## src/rtl/bti_arb2_if.sv

```systemverilog
// BTI request/response channel bundle shared by the two masters and the slave port of bti_arb2.
interface bti_arb2_if #(
  parameter int unsigned AW = 32,
  parameter int unsigned DW = 32
) ();
  logic            req_vld;
  logic            req_rdy;
  logic [AW-1:0]   req_addr;
  logic            req_wr;
  logic [DW-1:0]   req_wdata;
  logic [DW/8-1:0] req_wstrb;
  logic            rsp_vld;
  logic            rsp_rdy;
  logic [DW-1:0]   rsp_rdata;
  logic            rsp_err;

  // Request issuer: drives the request, consumes the response.
  modport master (
    output req_vld, req_addr, req_wr, req_wdata, req_wstrb, rsp_rdy,
    input  req_rdy, rsp_vld, rsp_rdata, rsp_err
  );

  // Request target: consumes the request, drives the response.
  modport slave (
    input  req_vld, req_addr, req_wr, req_wdata, req_wstrb, rsp_rdy,
    output req_rdy, rsp_vld, rsp_rdata, rsp_err
  );
endinterface

```

## src/rtl/bti_arb2.sv

```systemverilog
// Two-master to one-slave BTI arbiter: round-robin grant held while the slave stalls,
// plus an in-order id FIFO that steers each slave response back to its issuing master.
module bti_arb2 #(
  parameter int unsigned AW  = 32,
  parameter int unsigned DW  = 32,
  parameter int unsigned OST = 2
) (
  input  logic       clk,
  input  logic       rst_n,
  bti_arb2_if.slave  m0,
  bti_arb2_if.slave  m1,
  bti_arb2_if.master s
);

  localparam int unsigned PW = (OST > 1) ? $clog2(OST) : 1;
  localparam int unsigned CW = $clog2(OST + 1);
  localparam int unsigned SW = DW / 8;

  typedef enum logic [0:0] {
    ST_OPEN   = 1'b0,
    ST_LOCKED = 1'b1
  } state_t;

  state_t         state_q, state_d;
  logic           lock_id_q, lock_id_d;
  logic           last_q, last_d;
  logic [OST-1:0] id_q, id_d;
  logic [PW-1:0]  wptr_q, wptr_d;
  logic [PW-1:0]  rptr_q, rptr_d;
  logic [CW-1:0]  cnt_q, cnt_d;

  logic          empty_c, head_c, rsp_rdy_c, pop_c, full_blk_c;
  logic          any_c, grant_c, req_vld_c, push_c;
  logic [AW-1:0] addr_c;
  logic [DW-1:0] wdata_c;
  logic [SW-1:0] wstrb_c;
  logic          wr_c;

  function automatic logic [PW-1:0] ptr_inc(input logic [PW-1:0] p);
    return (p == PW'(OST - 1)) ? '0 : p + PW'(1);
  endfunction

  // Grant, flow-control and response steering.
  always_comb begin
    empty_c    = (cnt_q == '0);
    head_c     = id_q[rptr_q];
    rsp_rdy_c  = !empty_c && (head_c ? m1.rsp_rdy : m0.rsp_rdy);
    pop_c      = s.rsp_vld && rsp_rdy_c;
    full_blk_c = (cnt_q == CW'(OST)) && !pop_c;
    any_c      = m0.req_vld || m1.req_vld;
    grant_c    = m1.req_vld;
    if (state_q == ST_LOCKED) begin
      grant_c = lock_id_q;
    end else if (m0.req_vld && m1.req_vld) begin
      grant_c = !last_q;
    end
    req_vld_c = any_c && !full_blk_c;
    push_c    = req_vld_c && s.req_rdy;
    addr_c    = grant_c ? m1.req_addr  : m0.req_addr;
    wr_c      = grant_c ? m1.req_wr    : m0.req_wr;
    wdata_c   = grant_c ? m1.req_wdata : m0.req_wdata;
    wstrb_c   = grant_c ? m1.req_wstrb : m0.req_wstrb;
  end

  // Next state: lock tracking, round-robin history and id FIFO.
  always_comb begin
    state_d   = state_q;
    lock_id_d = lock_id_q;
    last_d    = last_q;
    id_d      = id_q;
    wptr_d    = wptr_q;
    rptr_d    = rptr_q;
    cnt_d     = cnt_q + CW'(push_c) - CW'(pop_c);
    if (state_q == ST_OPEN) begin
      if (req_vld_c && !s.req_rdy) begin
        state_d   = ST_LOCKED;
        lock_id_d = grant_c;
      end
    end else if (push_c) begin
      state_d = ST_OPEN;
    end
    if (push_c) begin
      id_d[wptr_q] = grant_c;
      wptr_d       = ptr_inc(wptr_q);
      last_d       = grant_c;
    end
    if (pop_c) begin
      rptr_d = ptr_inc(rptr_q);
    end
  end

  always_ff @(posedge clk) begin
    if (!rst_n) begin
      state_q   <= ST_OPEN;
      lock_id_q <= 1'b0;
      last_q    <= 1'b1;
      id_q      <= '0;
      wptr_q    <= '0;
      rptr_q    <= '0;
      cnt_q     <= '0;
    end else begin
      state_q   <= state_d;
      lock_id_q <= lock_id_d;
      last_q    <= last_d;
      id_q      <= id_d;
      wptr_q    <= wptr_d;
      rptr_q    <= rptr_d;
      cnt_q     <= cnt_d;
    end
  end

  assign s.req_vld   = req_vld_c;
  assign s.req_addr  = addr_c;
  assign s.req_wr    = wr_c;
  assign s.req_wdata = wdata_c;
  assign s.req_wstrb = wstrb_c;
  assign s.rsp_rdy   = rsp_rdy_c;

  // Ready only reaches a master that is actually requesting and holds the grant.
  assign m0.req_rdy = req_vld_c && !grant_c && s.req_rdy;
  assign m1.req_rdy = req_vld_c &&  grant_c && s.req_rdy;

  assign m0.rsp_vld   = s.rsp_vld && !empty_c && !head_c;
  assign m1.rsp_vld   = s.rsp_vld && !empty_c &&  head_c;
  assign m0.rsp_rdata = s.rsp_rdata;
  assign m1.rsp_rdata = s.rsp_rdata;
  assign m0.rsp_err   = s.rsp_err;
  assign m1.rsp_err   = s.rsp_err;

  // A response with no outstanding id has no owner and would stall forever.
  a_rsp_has_owner: assert property (@(posedge clk) disable iff (!rst_n) !(s.rsp_vld && empty_c));

endmodule

```

## src/flat_wrapper.sv

```systemverilog
// flat-port wrapper written by rule: the top's interface ports become plain ports
module bti_arb2_flat 
#(
  parameter int unsigned AW  = 32,
  parameter int unsigned DW  = 32,
  parameter int unsigned OST = 2
)
  (clk, rst_n, m0_req_vld, m0_req_addr, m0_req_wr, m0_req_wdata, m0_req_wstrb, m0_rsp_rdy, m0_req_rdy, m0_rsp_vld, m0_rsp_rdata, m0_rsp_err, m1_req_vld, m1_req_addr, m1_req_wr, m1_req_wdata, m1_req_wstrb, m1_rsp_rdy, m1_req_rdy, m1_rsp_vld, m1_rsp_rdata, m1_rsp_err, s_req_vld, s_req_addr, s_req_wr, s_req_wdata, s_req_wstrb, s_rsp_rdy, s_req_rdy, s_rsp_vld, s_rsp_rdata, s_rsp_err);
  bti_arb2_if #(.AW(AW), .DW(DW)) m0_i ();
  bti_arb2_if #(.AW(AW), .DW(DW)) m1_i ();
  bti_arb2_if #(.AW(AW), .DW(DW)) s_i ();
  input  logic clk;
  input  logic rst_n;
  input wire logic [$bits(m0_i.req_vld)-1:0] m0_req_vld;
  input wire logic [$bits(m0_i.req_addr)-1:0] m0_req_addr;
  input wire logic [$bits(m0_i.req_wr)-1:0] m0_req_wr;
  input wire logic [$bits(m0_i.req_wdata)-1:0] m0_req_wdata;
  input wire logic [$bits(m0_i.req_wstrb)-1:0] m0_req_wstrb;
  input wire logic [$bits(m0_i.rsp_rdy)-1:0] m0_rsp_rdy;
  output wire logic [$bits(m0_i.req_rdy)-1:0] m0_req_rdy;
  output wire logic [$bits(m0_i.rsp_vld)-1:0] m0_rsp_vld;
  output wire logic [$bits(m0_i.rsp_rdata)-1:0] m0_rsp_rdata;
  output wire logic [$bits(m0_i.rsp_err)-1:0] m0_rsp_err;
  input wire logic [$bits(m1_i.req_vld)-1:0] m1_req_vld;
  input wire logic [$bits(m1_i.req_addr)-1:0] m1_req_addr;
  input wire logic [$bits(m1_i.req_wr)-1:0] m1_req_wr;
  input wire logic [$bits(m1_i.req_wdata)-1:0] m1_req_wdata;
  input wire logic [$bits(m1_i.req_wstrb)-1:0] m1_req_wstrb;
  input wire logic [$bits(m1_i.rsp_rdy)-1:0] m1_rsp_rdy;
  output wire logic [$bits(m1_i.req_rdy)-1:0] m1_req_rdy;
  output wire logic [$bits(m1_i.rsp_vld)-1:0] m1_rsp_vld;
  output wire logic [$bits(m1_i.rsp_rdata)-1:0] m1_rsp_rdata;
  output wire logic [$bits(m1_i.rsp_err)-1:0] m1_rsp_err;
  output wire logic [$bits(s_i.req_vld)-1:0] s_req_vld;
  output wire logic [$bits(s_i.req_addr)-1:0] s_req_addr;
  output wire logic [$bits(s_i.req_wr)-1:0] s_req_wr;
  output wire logic [$bits(s_i.req_wdata)-1:0] s_req_wdata;
  output wire logic [$bits(s_i.req_wstrb)-1:0] s_req_wstrb;
  output wire logic [$bits(s_i.rsp_rdy)-1:0] s_rsp_rdy;
  input wire logic [$bits(s_i.req_rdy)-1:0] s_req_rdy;
  input wire logic [$bits(s_i.rsp_vld)-1:0] s_rsp_vld;
  input wire logic [$bits(s_i.rsp_rdata)-1:0] s_rsp_rdata;
  input wire logic [$bits(s_i.rsp_err)-1:0] s_rsp_err;
  assign m0_i.req_vld = m0_req_vld;
  assign m0_i.req_addr = m0_req_addr;
  assign m0_i.req_wr = m0_req_wr;
  assign m0_i.req_wdata = m0_req_wdata;
  assign m0_i.req_wstrb = m0_req_wstrb;
  assign m0_i.rsp_rdy = m0_rsp_rdy;
  assign m0_req_rdy = m0_i.req_rdy;
  assign m0_rsp_vld = m0_i.rsp_vld;
  assign m0_rsp_rdata = m0_i.rsp_rdata;
  assign m0_rsp_err = m0_i.rsp_err;
  assign m1_i.req_vld = m1_req_vld;
  assign m1_i.req_addr = m1_req_addr;
  assign m1_i.req_wr = m1_req_wr;
  assign m1_i.req_wdata = m1_req_wdata;
  assign m1_i.req_wstrb = m1_req_wstrb;
  assign m1_i.rsp_rdy = m1_rsp_rdy;
  assign m1_req_rdy = m1_i.req_rdy;
  assign m1_rsp_vld = m1_i.rsp_vld;
  assign m1_rsp_rdata = m1_i.rsp_rdata;
  assign m1_rsp_err = m1_i.rsp_err;
  assign s_req_vld = s_i.req_vld;
  assign s_req_addr = s_i.req_addr;
  assign s_req_wr = s_i.req_wr;
  assign s_req_wdata = s_i.req_wdata;
  assign s_req_wstrb = s_i.req_wstrb;
  assign s_rsp_rdy = s_i.rsp_rdy;
  assign s_i.req_rdy = s_req_rdy;
  assign s_i.rsp_vld = s_rsp_vld;
  assign s_i.rsp_rdata = s_rsp_rdata;
  assign s_i.rsp_err = s_rsp_err;
  bti_arb2 #(.AW(AW), .DW(DW), .OST(OST)) u_core (.clk(clk), .rst_n(rst_n), .m0(m0_i), .m1(m1_i), .s(s_i));
endmodule
```

## config.mk

```make
export PLATFORM = sky130hd
export DESIGN_NAME = bti_arb2_flat
export DESIGN_NICKNAME = d
export VERILOG_FILES = /design/src/rtl/bti_arb2_if.sv /design/src/rtl/bti_arb2.sv /design/src/flat_wrapper.sv
export SDC_FILE = /design/constraint.sdc
export NUM_CORES = 1
export LEC_CHECK = 0
export CAP_MARGIN = 10
export CORE_AREA = 2 2 123 125
export CTS_BUF_LIST = sky130_fd_sc_hd__clkbuf_8
export CTS_CLUSTER_SIZE = 28
export DETAILED_ROUTE_END_ITERATION = 8
export DIE_AREA = 0 0 125 127
export MAX_ROUTING_LAYER = met4
export PLACE_DENSITY = 0.61
export SLEW_MARGIN = 0
export SYNTH_ARGS = -nofsm -noshare
export SYNTH_HDL_FRONTEND = slang
export SYNTH_SLANG_ARGS = --single-unit
```

## constraint.sdc

```tcl
create_clock -name clk -period 3.3 [get_ports clk]
set_input_delay 0.33 -clock clk [delete_from_list [all_inputs] [get_ports clk]]
set_output_delay 0.33 -clock clk [all_outputs]
set_load 0.05 [all_outputs]
```

==> impl_metrics.py, run 1 <==
metrics = {
    "logic_synthesis": {
        "syn_inst": 199,
        "synth_top_area_share_pct": 43.3,
        "avgSynthCellArea_um2": 9.15,
        "ys_seq_area_share_pct": 9.90,
        "syn_nets": 379,
        "synth_area_mm2": 0.00182,
        "yosys_warnings": 0,
        "yosysUniqueCellTypes": 27,
        "synth-seq-cells": 9,
        "yosys.area.top_type": "mux2_2",
        "synthTopCellsByArea": "mux2_2 (43%), buf_4 (27%), dfxtp_1 (9.9%), buf_2 (2.5%), nor2_1 (2.1%)",
    },
    "clock_network": {
        "cts_tree": "done",
        "clock_latency_ns": 0.23,
        "cts_buffers": 3,
        "cts_setup_buffers": 0,
        "cts_buffer_depth": 2,
        "cts_resized": 0,
        "htreeDepth": 1,
        "cts-root-buf": "clkbuf_8",
        "clk_pin_slew_ns": 0.04,
        "cts_hold_buf": 0,
        "cts.sinks": 9,
    },
    "outcome": {
        "status": "completed",
    },
    "final_layout": {
        "fillers": 1596,
        "multi_input_area_mm2": 0.00111,
        "nets": 531,
        "regArea_um2": 180,
        "diodes": 0,
        "layout_commonest_cell": "clkdlybuf4s50_1",
        "area_growth_pct": 101,
        "final_cell_mix": "clkdlybuf4s50_1 (150), mux2_2 (70), buf_4 (68), nor2_1 (10), dfxtp_1 (9)",
        "drive_above_1_share_pct": 42.9,
    },
    "setup_path": {
        "r2r_slack_ns": 1.35,
        "crit_start": "s_rsp_vld",
        "cp-start-kind": "input port",
        "critical_path_class": "in -> out",
        "reg2regPathDepth": 5,
        "crit_path_end_kind": "output pin",
        "rr_startpoint": "u_core.rptr_q",
        "r2r_end": "u_core.cnt_q[1]",
        "endpoint": "m0_req_rdy",
        "required_ns": 2.97,
        "cp.arrival_ns": 2.52,
        "path_max_fanout": 11,
    },
    "timing": {
        "slew_violations": 0,
        "hold_viol_final": 0,
        "clock.fmax_ghz": 0.351,
        "worst_slew_pin_slew_ns": 0.512,
        "grt_setup_unrepaired": "no",
        "setup_viol": 0,
        "relSlewSlack_pct": 65.9,
        "tns_ns": 0,
        "post-route-min-period_ns": 2.85,
        "worst_slack_ns": 0.448,
        "fin_hold_ws_ns": 0.486,
        "finalCritPeriodShare_pct": 86.4,
        "clock_skew_ns": 0.00328,
    },
    "global_route": {
        "grt_max_degree": 72,
        "met3_usage_pct": 2.93,
        "grt_busiest_layer": "met2",
        "grt_overflow": 0,
        "use_met1_pct": 13.4,
        "use_met2_pct": 19.1,
        "antenna_found_initial": 0,
        "grt_use_total_pct": 11.0,
        "grt_pass1_wl_um": 13000,
        "grt_pass1_vias": 2160,
    },
    "route": {
        "drtIter0Drc": 44,
        "first_pass_iters": 4,
        "drtAntennaViolNets": 0,
        "via_count": 1953,
        "wl_per_cell_um": 17.4,
        "remaining_drc_errors": 0,
        "via_per_inst": 3.66,
        "wirelength_um": 9280,
    },
    "placed_design": {
        "dp_slack_ns": 0.452,
        "dp_hpwl_um": 8280,
        "gp_congestion": 0.902,
        "io_buffers": 220,
    },
    "power": {
        "power.density_mw_per_mm2": 355,
        "irDropWorstVdd_mv": 0.183,
        "p_leak_uw": 0.00146,
    },
    "floorplan": {
        "pin_count": 320,
        "fp.dieArea_mm2": 0.0159,
        "rows": 44,
        "fp.dieH_um": 127,
        "coreArea_mm2": 0.0144,
        "die_w_um": 125,
        "start_util_pct": 12.6,
    },
    "run": {
        "drv_cap": 0,
    },
    "hold_path": {
        "holdCritPathClass": "reg -> reg",
    },
}
synthesized netlist by cell type:
cell	count
a21boi_0	1
a21oi_1	2
and2_1	2
and3_1	1
buf_2	9
buf_4	66
dfxtp_1	9
ha_1	1
inv_1	1
mux2_2	70
mux2_4	1
mux2i_1	3
mux2i_4	1
nand2_1	4
nor2_1	10
nor2b_1	1
nor4_1	1
o211a_1	1
o211ai_1	2
o21ai_0	5
o21bai_1	1
o221a_2	1
o221ai_2	1
o311a_1	1
or3_1	1
xnor2_1	2
xor2_1	1
worst min-delay path by stage:
stage	endpoint	cells past startpoint	from	slack, ns
final	u_core.id_q[1]	2	u_core.id_q[1]	0.49
after global routing	u_core.id_q[1]	2	u_core.id_q[1]	0.51
after CTS	u_core.id_q[1]	2	u_core.id_q[1]	0.49
after detailed placement	u_core.id_q[1]	2	u_core.id_q[1]	0.48
after global placement	u_core.id_q[1]	2	u_core.id_q[1]	0.48
after floorplan	u_core.lock_id_q	2	u_core.lock_id_q	0.44
worst max-delay path, cell delays in order:
cell             delay [ns]
clkdlybuf4s50_1        0.50
o211ai_1               0.15
mux2i_4                0.25
o221ai_2               0.27
nor2_1                 0.20
clkdlybuf4s50_1        0.82
cell type report:
cell class                      instances  area share [%]
Clock buffer                            3            1.13
Timing Repair Buffer                  222            57.2
Clock inverter                          1           0.103
Inverter                                1           0.103
Tap cell                              184            6.29
Multi-Input combinational cell        114            30.3
Sequential cell                         9            4.92
power breakdown:
part	leakage [uW]	switching (uW)	internal [uW]
clock	0.0000269	41.4	80.8
sequential	0.0000741	19.2	126
combinational	0.00136	590	441
routing by layer:
metal / vias to the layer above / part of all wire (%) / wire, um
li1: 930 / - / -
met1: 868 / 40 / 3750
met2: 149 / 50 / 4660
met3: 6 / 8.6 / 796
met4: 0 / 0.86 / 80
met5: - / 0 / 0
stage by stage:
step	total power, uW	util (%)	std cells	area (um2)
2_1_floorplan	975	-	199	1820
3_3_place_gp	1180	25.1	530	3610
3_5_place_dp	1180	25.1	530	3610
4_1_cts	1310	25.4	534	3660
5_1_grt	1350	25.4	534	3660
6_report	1300	25.4	534	3660
cells by family after synthesis:
| group | after synthesis | synth area share [%] |
|---|---|---|
| multiplexers | 75 | 47.0 |
| XOR/XNOR | 3 | 1.44 |
| AND/OR/NAND/NOR | 20 | 4.95 |
| adder cells (fa/ha/maj) | 1 | 0.687 |
| buffers and inverters | 76 | 29.9 |
| flip-flops | 9 | 9.90 |
| AO/OA/AOI/OAI | 15 | 6.12 |
No activity file was read; power rests on OpenSTA's default activity.
==> run 2, diff against run 1 <==
--- a/config.mk
+++ b/config.mk
@@ -5,7 +5,7 @@
 export SDC_FILE = /design/constraint.sdc
 export NUM_CORES = 1
 export LEC_CHECK = 0
-export CAP_MARGIN = 10
+export CAP_MARGIN = 20
 export CORE_AREA = 2 2 123 125
 export CTS_BUF_LIST = sky130_fd_sc_hd__clkbuf_8
 export CTS_CLUSTER_SIZE = 28
==> results of run 2 <==
The final DEF is identical to that of run 1; final timing and power are the same.
==> run 3, diff against run 2 <==
--- a/config.mk
+++ b/config.mk
@@ -5,7 +5,7 @@
 export SDC_FILE = /design/constraint.sdc
 export NUM_CORES = 1
 export LEC_CHECK = 0
-export CAP_MARGIN = 20
+export CAP_MARGIN = 10
 export CORE_AREA = 2 2 123 125
 export CTS_BUF_LIST = sky130_fd_sc_hd__clkbuf_8
 export CTS_CLUSTER_SIZE = 28
==> results of run 3 <==
The final DEF is identical to that of run 1; final timing and power are the same.
